==> src/rtl/lru_state_array_pkg.sv <==
// Shared cache type definitions for the PLRU state array.
// Holds lru_t, PLRU_RESET, set-count constants and the array FSM states.
package cache_types;

    localparam int NUM_SETS  = 16;
    localparam int SET_IDX_W = $clog2(NUM_SETS);

    typedef logic [2:0] lru_t;

    localparam lru_t PLRU_RESET = 3'b000;

    typedef enum logic {
        LA_INIT,
        LA_READY
    } lru_arr_state_t;

endpackage

==> src/rtl/lru_parity_gen.sv <==
// Even-parity generator for one PLRU entry.
// Ports: i_data (W bits in), o_par (XOR of i_data, 1 bit out).
module lru_parity_gen #(
    parameter int W = 3
) (
    input  logic [W-1:0] i_data,
    output logic         o_par
);

    assign o_par = ^i_data;

endmodule

==> src/rtl/lru_state_array.sv <==
// Per-set 4-way tree-PLRU storage with reset sweep and write-first bypass.
// Ports: clk, rst (sync, active-high), ready, rd_en/rd_set -> rd_valid/rd_lru,
// wr_en/wr_set/wr_lru, parity_err. Optional: `LRU_PARITY_EN adds a parity bit
// per entry, flags/zeroes corrupt reads and scrubs the entry on the next edge.
module lru_state_array
    import cache_types::*;
#(
    parameter int NUM_SETS  = cache_types::NUM_SETS,
    parameter int SET_IDX_W = cache_types::SET_IDX_W,
    parameter int LRU_W     = 3
) (
    input  logic                 clk,
    input  logic                 rst,
    output logic                 ready,
    input  logic                 rd_en,
    input  logic [SET_IDX_W-1:0] rd_set,
    output logic                 rd_valid,
    output logic [LRU_W-1:0]     rd_lru,
    input  logic                 wr_en,
    input  logic [SET_IDX_W-1:0] wr_set,
    input  logic [LRU_W-1:0]     wr_lru,
    output logic                 parity_err
);

`ifdef LRU_PARITY_EN
    localparam int ENTRY_W = LRU_W + 1;
`else
    localparam int ENTRY_W = LRU_W;
`endif

    lru_arr_state_t       r_state;
    lru_arr_state_t       w_state_nxt;
    logic [SET_IDX_W-1:0] r_init_ptr;
    logic [ENTRY_W-1:0]   r_store [NUM_SETS];
    logic                 r_rd_valid;
    logic [LRU_W-1:0]     r_rd_lru;
    logic                 r_parity_err;

    logic                 w_rd_acc;
    logic                 w_wr_acc;
    logic                 w_bypass;
    logic [ENTRY_W-1:0]   w_rd_entry;
    logic [ENTRY_W-1:0]   w_wr_entry;
    logic                 w_rd_bad;
    logic                 w_scrub_hit;
    logic [LRU_W-1:0]     w_rd_data;

    assign ready      = (r_state == LA_READY);
    assign w_rd_acc   = ready && rd_en;
    assign w_wr_acc   = ready && wr_en;
    assign w_bypass   = w_rd_acc && w_wr_acc && (rd_set == wr_set);
    assign w_rd_entry = r_store[rd_set];

    always_comb begin
        w_state_nxt = r_state;
        case (r_state)
            LA_INIT: begin
                if (r_init_ptr == SET_IDX_W'(NUM_SETS - 1))
                    w_state_nxt = LA_READY;
            end
            LA_READY: w_state_nxt = LA_READY;
        endcase
    end

    always_ff @(posedge clk) begin
        if (rst) begin
            r_state    <= LA_INIT;
            r_init_ptr <= '0;
        end else begin
            r_state <= w_state_nxt;
            if (r_state == LA_INIT)
                r_init_ptr <= r_init_ptr + SET_IDX_W'(1);
        end
    end

`ifdef LRU_PARITY_EN
    logic                 w_wr_par;
    logic                 w_rd_par;
    logic                 r_scrub_pend;
    logic [SET_IDX_W-1:0] r_scrub_set;

    lru_parity_gen #(.W(LRU_W)) u_wr_par (
        .i_data (wr_lru),
        .o_par  (w_wr_par)
    );

    lru_parity_gen #(.W(LRU_W)) u_rd_par (
        .i_data (w_rd_entry[LRU_W-1:0]),
        .o_par  (w_rd_par)
    );

    assign w_wr_entry  = {w_wr_par, wr_lru};
    // A read of the entry being scrubbed this edge already sees the clean value.
    assign w_scrub_hit = r_scrub_pend && (r_scrub_set == rd_set);
    assign w_rd_bad    = (w_rd_par != w_rd_entry[LRU_W]) && !w_scrub_hit;

    always_ff @(posedge clk) begin
        if (rst) begin
            r_scrub_pend <= 1'b0;
            r_scrub_set  <= '0;
        end else begin
            r_scrub_pend <= w_rd_acc && !w_bypass && w_rd_bad;
            r_scrub_set  <= rd_set;
        end
    end
`else
    assign w_wr_entry  = wr_lru;
    assign w_scrub_hit = 1'b0;
    assign w_rd_bad    = 1'b0;
`endif

    always_comb begin
        w_rd_data = w_rd_entry[LRU_W-1:0];
        if (w_bypass)
            w_rd_data = wr_lru;
        else if (w_rd_bad || w_scrub_hit)
            w_rd_data = '0;
    end

    // Store is cleared by the sweep, not by rst directly.
    always_ff @(posedge clk) begin
        if (!rst) begin
            if (r_state == LA_INIT) begin
                r_store[r_init_ptr] <= ENTRY_W'(PLRU_RESET);
            end else begin
`ifdef LRU_PARITY_EN
                if (r_scrub_pend)
                    r_store[r_scrub_set] <= '0;
`endif
                // Later assignment: a write beats the scrub.
                if (w_wr_acc)
                    r_store[wr_set] <= w_wr_entry;
            end
        end
    end

    always_ff @(posedge clk) begin
        if (rst) begin
            r_rd_valid   <= 1'b0;
            r_rd_lru     <= LRU_W'(PLRU_RESET);
            r_parity_err <= 1'b0;
        end else begin
            r_rd_valid   <= w_rd_acc;
            r_parity_err <= w_rd_acc && !w_bypass && w_rd_bad;
            if (w_rd_acc)
                r_rd_lru <= w_rd_data;
        end
    end

    assign rd_valid   = r_rd_valid;
    assign rd_lru     = r_rd_lru;
    assign parity_err = r_parity_err;

endmodule

==> config.mk <==
export PLATFORM = sky130hd
export DESIGN_NAME = lru_state_array
export DESIGN_NICKNAME = d
export VERILOG_FILES = /design/src/rtl/lru_state_array_pkg.sv /design/src/rtl/lru_parity_gen.sv /design/src/rtl/lru_state_array.sv
export SDC_FILE = /design/constraint.sdc
export NUM_CORES = 1
export LEC_CHECK = 0
export BUFFER_PORTS_ARGS = -buffer_cell sky130_fd_sc_hd__buf_2
export CAP_MARGIN = 20
export CORE_UTILIZATION = 30
export CTS_CLUSTER_DIAMETER = 80
export DETAILED_ROUTE_END_ITERATION = 8
export SETUP_SLACK_MARGIN = 0.4
export SYNTH_ARGS = -nofsm -noshare
export SYNTH_HDL_FRONTEND = slang
export SYNTH_SLANG_ARGS = --single-unit
==> constraint.sdc <==
create_clock -name clk -period 2.85 [get_ports clk]
set_clock_uncertainty 0.2 [all_clocks]
set_input_delay 0.1425 -clock clk [delete_from_list [all_inputs] [get_ports clk]]
set_output_delay 0.1425 -clock clk [all_outputs]
set_load 0.02 [all_outputs]
# Word level (Yosys, flattened, before mapping)
# Memory sizes are Yosys's and may differ from the RTL's. A register that Yosys moved wholly into a read port is not among the register bits.
# Index checks and enable logic that the tools add are counted.
[word_totals] word_cells=22 mem_count=1 regBits=6 output_inout_bits=6 mem_bits_rw=48 in_bits=15
[op_classes] add_sub_neg=1 n_eq_ne=1 n_reduce_logical=3 bitwise_logic=1 muxes=12
[mem_list] name="r_store" depth=16 width=3 read_ports=1 rd_ports_with_merged_regs=1 write_ports=1 line_no="lru_state_array.sv:34" text="logic [ENTRY_W-1:0] r_store [NUM_SETS];"
[ops] cell="two-way mux 1 bit" n=9
[ops] cell="adder 4 x 1 -> 4 bit, second input constant" n=1
[ops] cell="== test 4 bit, second input constant" n=1
[ops] cell="two-way mux 4 bit" n=1
[ops] cell="two-way mux 3 bit" n=1
[ops] cell="OR reduction 3 bit" n=1
[ops] cell="logical AND 1 bit" n=2
[ops] cell="one-hot mux 1 bit (2 select lines)" n=1
[ops] cell="NOT 1 bit" n=1

# Logic depth before layout (Yosys ltp)
[logic_depth] depth_word=7 ltp_mapped=7 depth_no_buf=6

# Worst setup path before layout
# No wires, ideal clock.
[synth_path] path_type="reg-to-reg" from="register r_state (netlist: ready)" to="memory r_store[11][0] (netlist name) (enable)" required_ns=2.331 path_stages_with_launch=7 setup_time_ns=0.319 arrival_time_ns=1.617 n_path_buf=2 setup_slack_ns=0.714 synth_period_minus_slack_ns=2.136 path_cell_list="dfxtp_1 and3b_1 buf_6 clkbuf_1 mux2i_1 nand2_1 nor2_1"
[synth_via] elab_chain_cells=7 word_cells_on_any_way=11 classes_between="9 x mux; 2 x reduce/logical"
[synth_rtl] element="start: declaration" line_no="lru_state_array.sv:31" text="lru_arr_state_t r_state;"
[synth_rtl] element="start signal: assignment" line_no="lru_state_array.sv:70" text="r_state <= w_state_nxt;"
[synth_rtl] element="logical AND 1 bit" line_no="lru_state_array.sv:50" text="assign w_wr_acc = ready && wr_en;"
[synth_rtl] element="two-way mux 1 bit" line_no="lru_state_array.sv:131" text="if (w_wr_acc)"
[synth_rtl] element="two-way mux 1 bit" line_no="lru_state_array.sv:123" text="if (r_state == LA_INIT) begin"
[synth_rtl] element="two-way mux 1 bit" line_no="lru_state_array.sv:122" text="if (!rst) begin"
[synth_rtl] element="two-way mux 1 bit (not written as such)" line_no="lru_state_array.sv:132" text="r_store[wr_set] <= w_wr_entry;"
[synth_rtl] element="OR reduction 3 bit (no source line)"
[synth_rtl] element="two-way mux 4 bit (no source line) or two-way mux 1 bit (tied branches)"
[synth_rtl] element="end: declaration" line_no="lru_state_array.sv:34"
# Parallel ways exist; a longest one is shown, timed or not.

==> impl_metrics.py <==
metrics = {
    "final_layout": {
        "fill_cells": 787,
        "final_core_utilization_pct": 36.5,
        "postLayoutCellArea_mm2": 0.00298,
        "layout-drive-gt1-share_pct": 26.4,
        "final_common_cell": "edfxtp_1",
        "synthToLayoutAreaGrowth_pct": 18.5,
        "n_antenna_cell": 0,
        "mostFrequentLayoutCells": "48 x edfxtp_1, 28 x nor2_1, 18 x buf_2, 12 x mux4_2",
        "nets": 219,
    },
    "grt": {
        "antenna_found_initial": 0,
        "grt_pass1_vias": 1484,
        "grt_pass1_wl_mm": 7.71,
        "grtUsageTotal_pct": 12.5,
        "grt_max_degree": 17,
        "grt-ovfl-total": 0,
    },
    "critical_path": {
        "regToRegSetupSlack_ns": 0.62,
        "cp-end-kind": "flop",
        "rr_endpoint": "rd_lru[1]$_SDFFE_PP0P_",
        "crit_chain": "dlygate4sd3_1, buf_4, and3b_2, buf_8, mux2i_2, xnor2_1, nor4_4, mux2i_1, a211oi_1",
        "required_ns": 2.86,
        "slowest_stage": "dlygate4sd3_1",
        "endpoint": "rd_lru[1]$_SDFFE_PP0P_",
        "cp-startpoint": "rst",
        "max_stage_delay_ns": 0.53,
        "crit_buf_inv": 3,
        "r2r_start": "ready$_SDFF_PP0_",
        "worst_setup_path_start_kind": "primary input",
        "critPathKind": "primary input to flop",
        "crit_arrival_ns": 2.32,
        "crit_family": "buffers and inverters",
        "reg2regPathDepth": 7,
        "worstPathMaxFanout": 14,
        "cp.depth": 9,
    },
    "placed_design": {
        "place_ws_ns": 0.497,
        "dp_hpwl_mm": 3.39,
        "globalplace.congestion": 0.772,
        "placed_area_mm2": 0.00275,
        "portBuffers": 19,
    },
    "power_and_ir_drop": {
        "combPwrFrac_pct": 6.2,
        "ir_worst_vdd_mv": 0.212,
        "seq_power_share_pct": 50.1,
        "leakagePower_nw": 1.08,
        "clock_power_share_pct": 43.7,
        "switchingPower_w": 0.000384,
        "intPower_w": 0.00144,
        "switching_share_pct": 21.1,
        "powerDensity_mw_per_mm2": 611,
    },
    "run": {
        "max-cap-violations": 0,
    },
    "floorplanning": {
        "io_pins": 21,
        "std_cell_rows": 33,
        "die_h_um": 93.6,
        "coreArea_mm2": 0.00818,
        "dieArea_mm2": 0.00876,
        "initial_core_util_pct": 30.8,
        "die_w_um": 93.6,
    },
    "timing": {
        "min_period_ns": 2.30,
        "fin_ws_ns": 0.545,
        "worst_pin_slew_ns": 0.510,
        "drv_slew": 0,
        "relSlewSlack_pct": 65.8,
        "setup_tns_ns": 0,
        "period_share_pct": 80.9,
        "rsz0062_at_grt": "no",
        "hold_viol_final": 0,
        "fmax_mhz": 434,
        "setup_viol": 0,
    },
    "logic_synthesis": {
        "async_flop_share_pct": 0,
        "synth_cell_type_count": 31,
        "synthCells": 174,
        "synth_edf_count": 48,
        "synth_flop_cell": "edfxtp_1",
        "seq_area_frac_synth_pct": 64.4,
        "yosysWarnings": 0,
        "ys_ff_latch": 57,
        "synth_area_mm2": 0.00252,
        "synth_nets": 190,
        "syn_area_per_cell_um2": 14.5,
    },
    "route": {
        "drc": 0,
        "wl_mm": 4.79,
        "drt.antenna.violating_nets": 0,
        "vias": 1485,
        "drt_iter0_drc": 48,
        "viasPerCell": 4.74,
        "wl_per_cell_um": 15.3,
        "firstDrtPassIters": 4,
    },
    "clock_tree": {
        "h-tree-depth": 3,
        "post_cts_buffers": 0,
        "clockRootBuffer": "clkbuf_8",
        "cts_buffers": 9,
        "cts.path.max_buffers": 2,
        "clkSlewWorstSetupHoldPaths_ns": 0.06,
        "cts_sinks": 57,
        "cts_tree": "done",
        "insertion_delay_ns": 0.33,
    },
    "run_status": {
        "outcome": "complete, no violations",
    },
    "hold_path": {
        "hp-class": "primary input to flop",
    },
}
==> sequential cells by signal, summed over array words and instances (netlist names) <==
signal,count
r_store,48
rd_lru,3
rd_valid,1
ready,1
r_init_ptr,4
==> metrics by stage <==
stage | hold WS (ns) | std cells | total power, W
floorplan | 0.251 | 174 | 0.00100
CTS | 0.0575 | 313 | 0.00184
finish | 0.0682 | 313 | 0.00182
global route | 0.114 | 313 | 0.00189
global placement | 0.273 | 296 | 0.00104
detailed placement | 0.270 | 296 | 0.00104
==> metal layers <==
layer	track usage (%)	share of wire, %
met1	14.5	44
met2	20.0	48
met3	2.68	4.1
met4	9.49	4.1
met5	0	0
==> kinds of logic (layout without fill, tap and decap cells) <==
kind of cell | Yosys count | count (layout) | share of synthesized area [%]
simple gates | 60 | 60 | 11.7
buf+inv | 12 | 46 | 2.29
mux | 21 | 21 | 14.4
flops | 57 | 57 | 64.4
compound gates | 14 | 14 | 3.73
xor+xnor | 8 | 8 | 2.78
fa+ha+maj | 1 | 1 | 0.497
other cells | 1 | 1 | 0.149
==> synth_stat cells (2+ instances only) <==
cell,number,area [µm²]
edfxtp_1,48,1440
nor2_1,28,105
mux4_2,12,270
dfxtp_1,9,180
nand2_1,9,33.8
mux2i_1,8,80.1
nand3_1,7,35.0
a31oi_1,6,37.5
clkbuf_1,5,18.8
and2_1,4,25.0
nor2b_1,4,25.0
xnor2_1,4,35.0
xor2_1,4,35.0
a211oi_1,3,22.5
a22oi_1,3,22.5
inv_1,3,11.3
nand2b_1,2,12.5
nor3b_1,2,15.0
==> worst register-to-register path, stage by stage, from the launching register on <==
cell	delay, ns
dfxtp_2	0.46
and3b_2	0.28
buf_8	0.15
mux2i_2	0.22
xnor2_1	0.12
nor4_4	0.35
mux2i_1	0.24
a211oi_1	0.09
==> timing repair <==
action	CTS	global route
hold endpoints to repair	9	0
endpoints found under the setup margin	0	3
hold buffers	1	0
resized for setup	0	7
==> power by group through the flow <==
stage | sequential (W) | clock (W) | combinational [W]
2_1_floorplan | 0.000927 | 0 | 0.0000760
3_3_place_gp | 0.000931 | 0 | 0.000112
3_5_place_dp | 0.000930 | 0 | 0.000112
4_1_cts | 0.000913 | 0.000813 | 0.000114
5_1_grt | 0.000914 | 0.000853 | 0.000125
6_report | 0.000913 | 0.000795 | 0.000114
==> layout make-up <==
cell class                      instances  area [µm²]  share of cell area (%)
Clock inverter                          7        83.8                    2.81
Tap cell                              105         131                    4.40
Timing Repair Buffer                   27         168                    5.62
Clock buffer                            9         124                    4.15
Sequential cell                        57        1620                    54.4
Multi-Input combinational cell        105         842                    28.2
Inverter                                3        11.3                   0.378
==> worst min path at each step <==
stage / startpoint / endpoint / slack [ns] / cells past startpoint
floorplan: rst / ready$_SDFF_PP0_ / 0.25 / 2
global placement: rst / ready$_SDFF_PP0_ / 0.27 / 2
detailed placement: rst / r_init_ptr[1]$_SDFFE_PP0N_ / 0.27 / 2
CTS: rd_en / rd_lru[1]$_SDFFE_PP0P_ / 0.06 / 3
global route: rd_en / rd_lru[2]$_SDFFE_PP0P_ / 0.11 / 3
finish: rd_en / rd_lru[1]$_SDFFE_PP0P_ / 0.07 / 3
No activity file was read; power rests on OpenSTA's default activity.
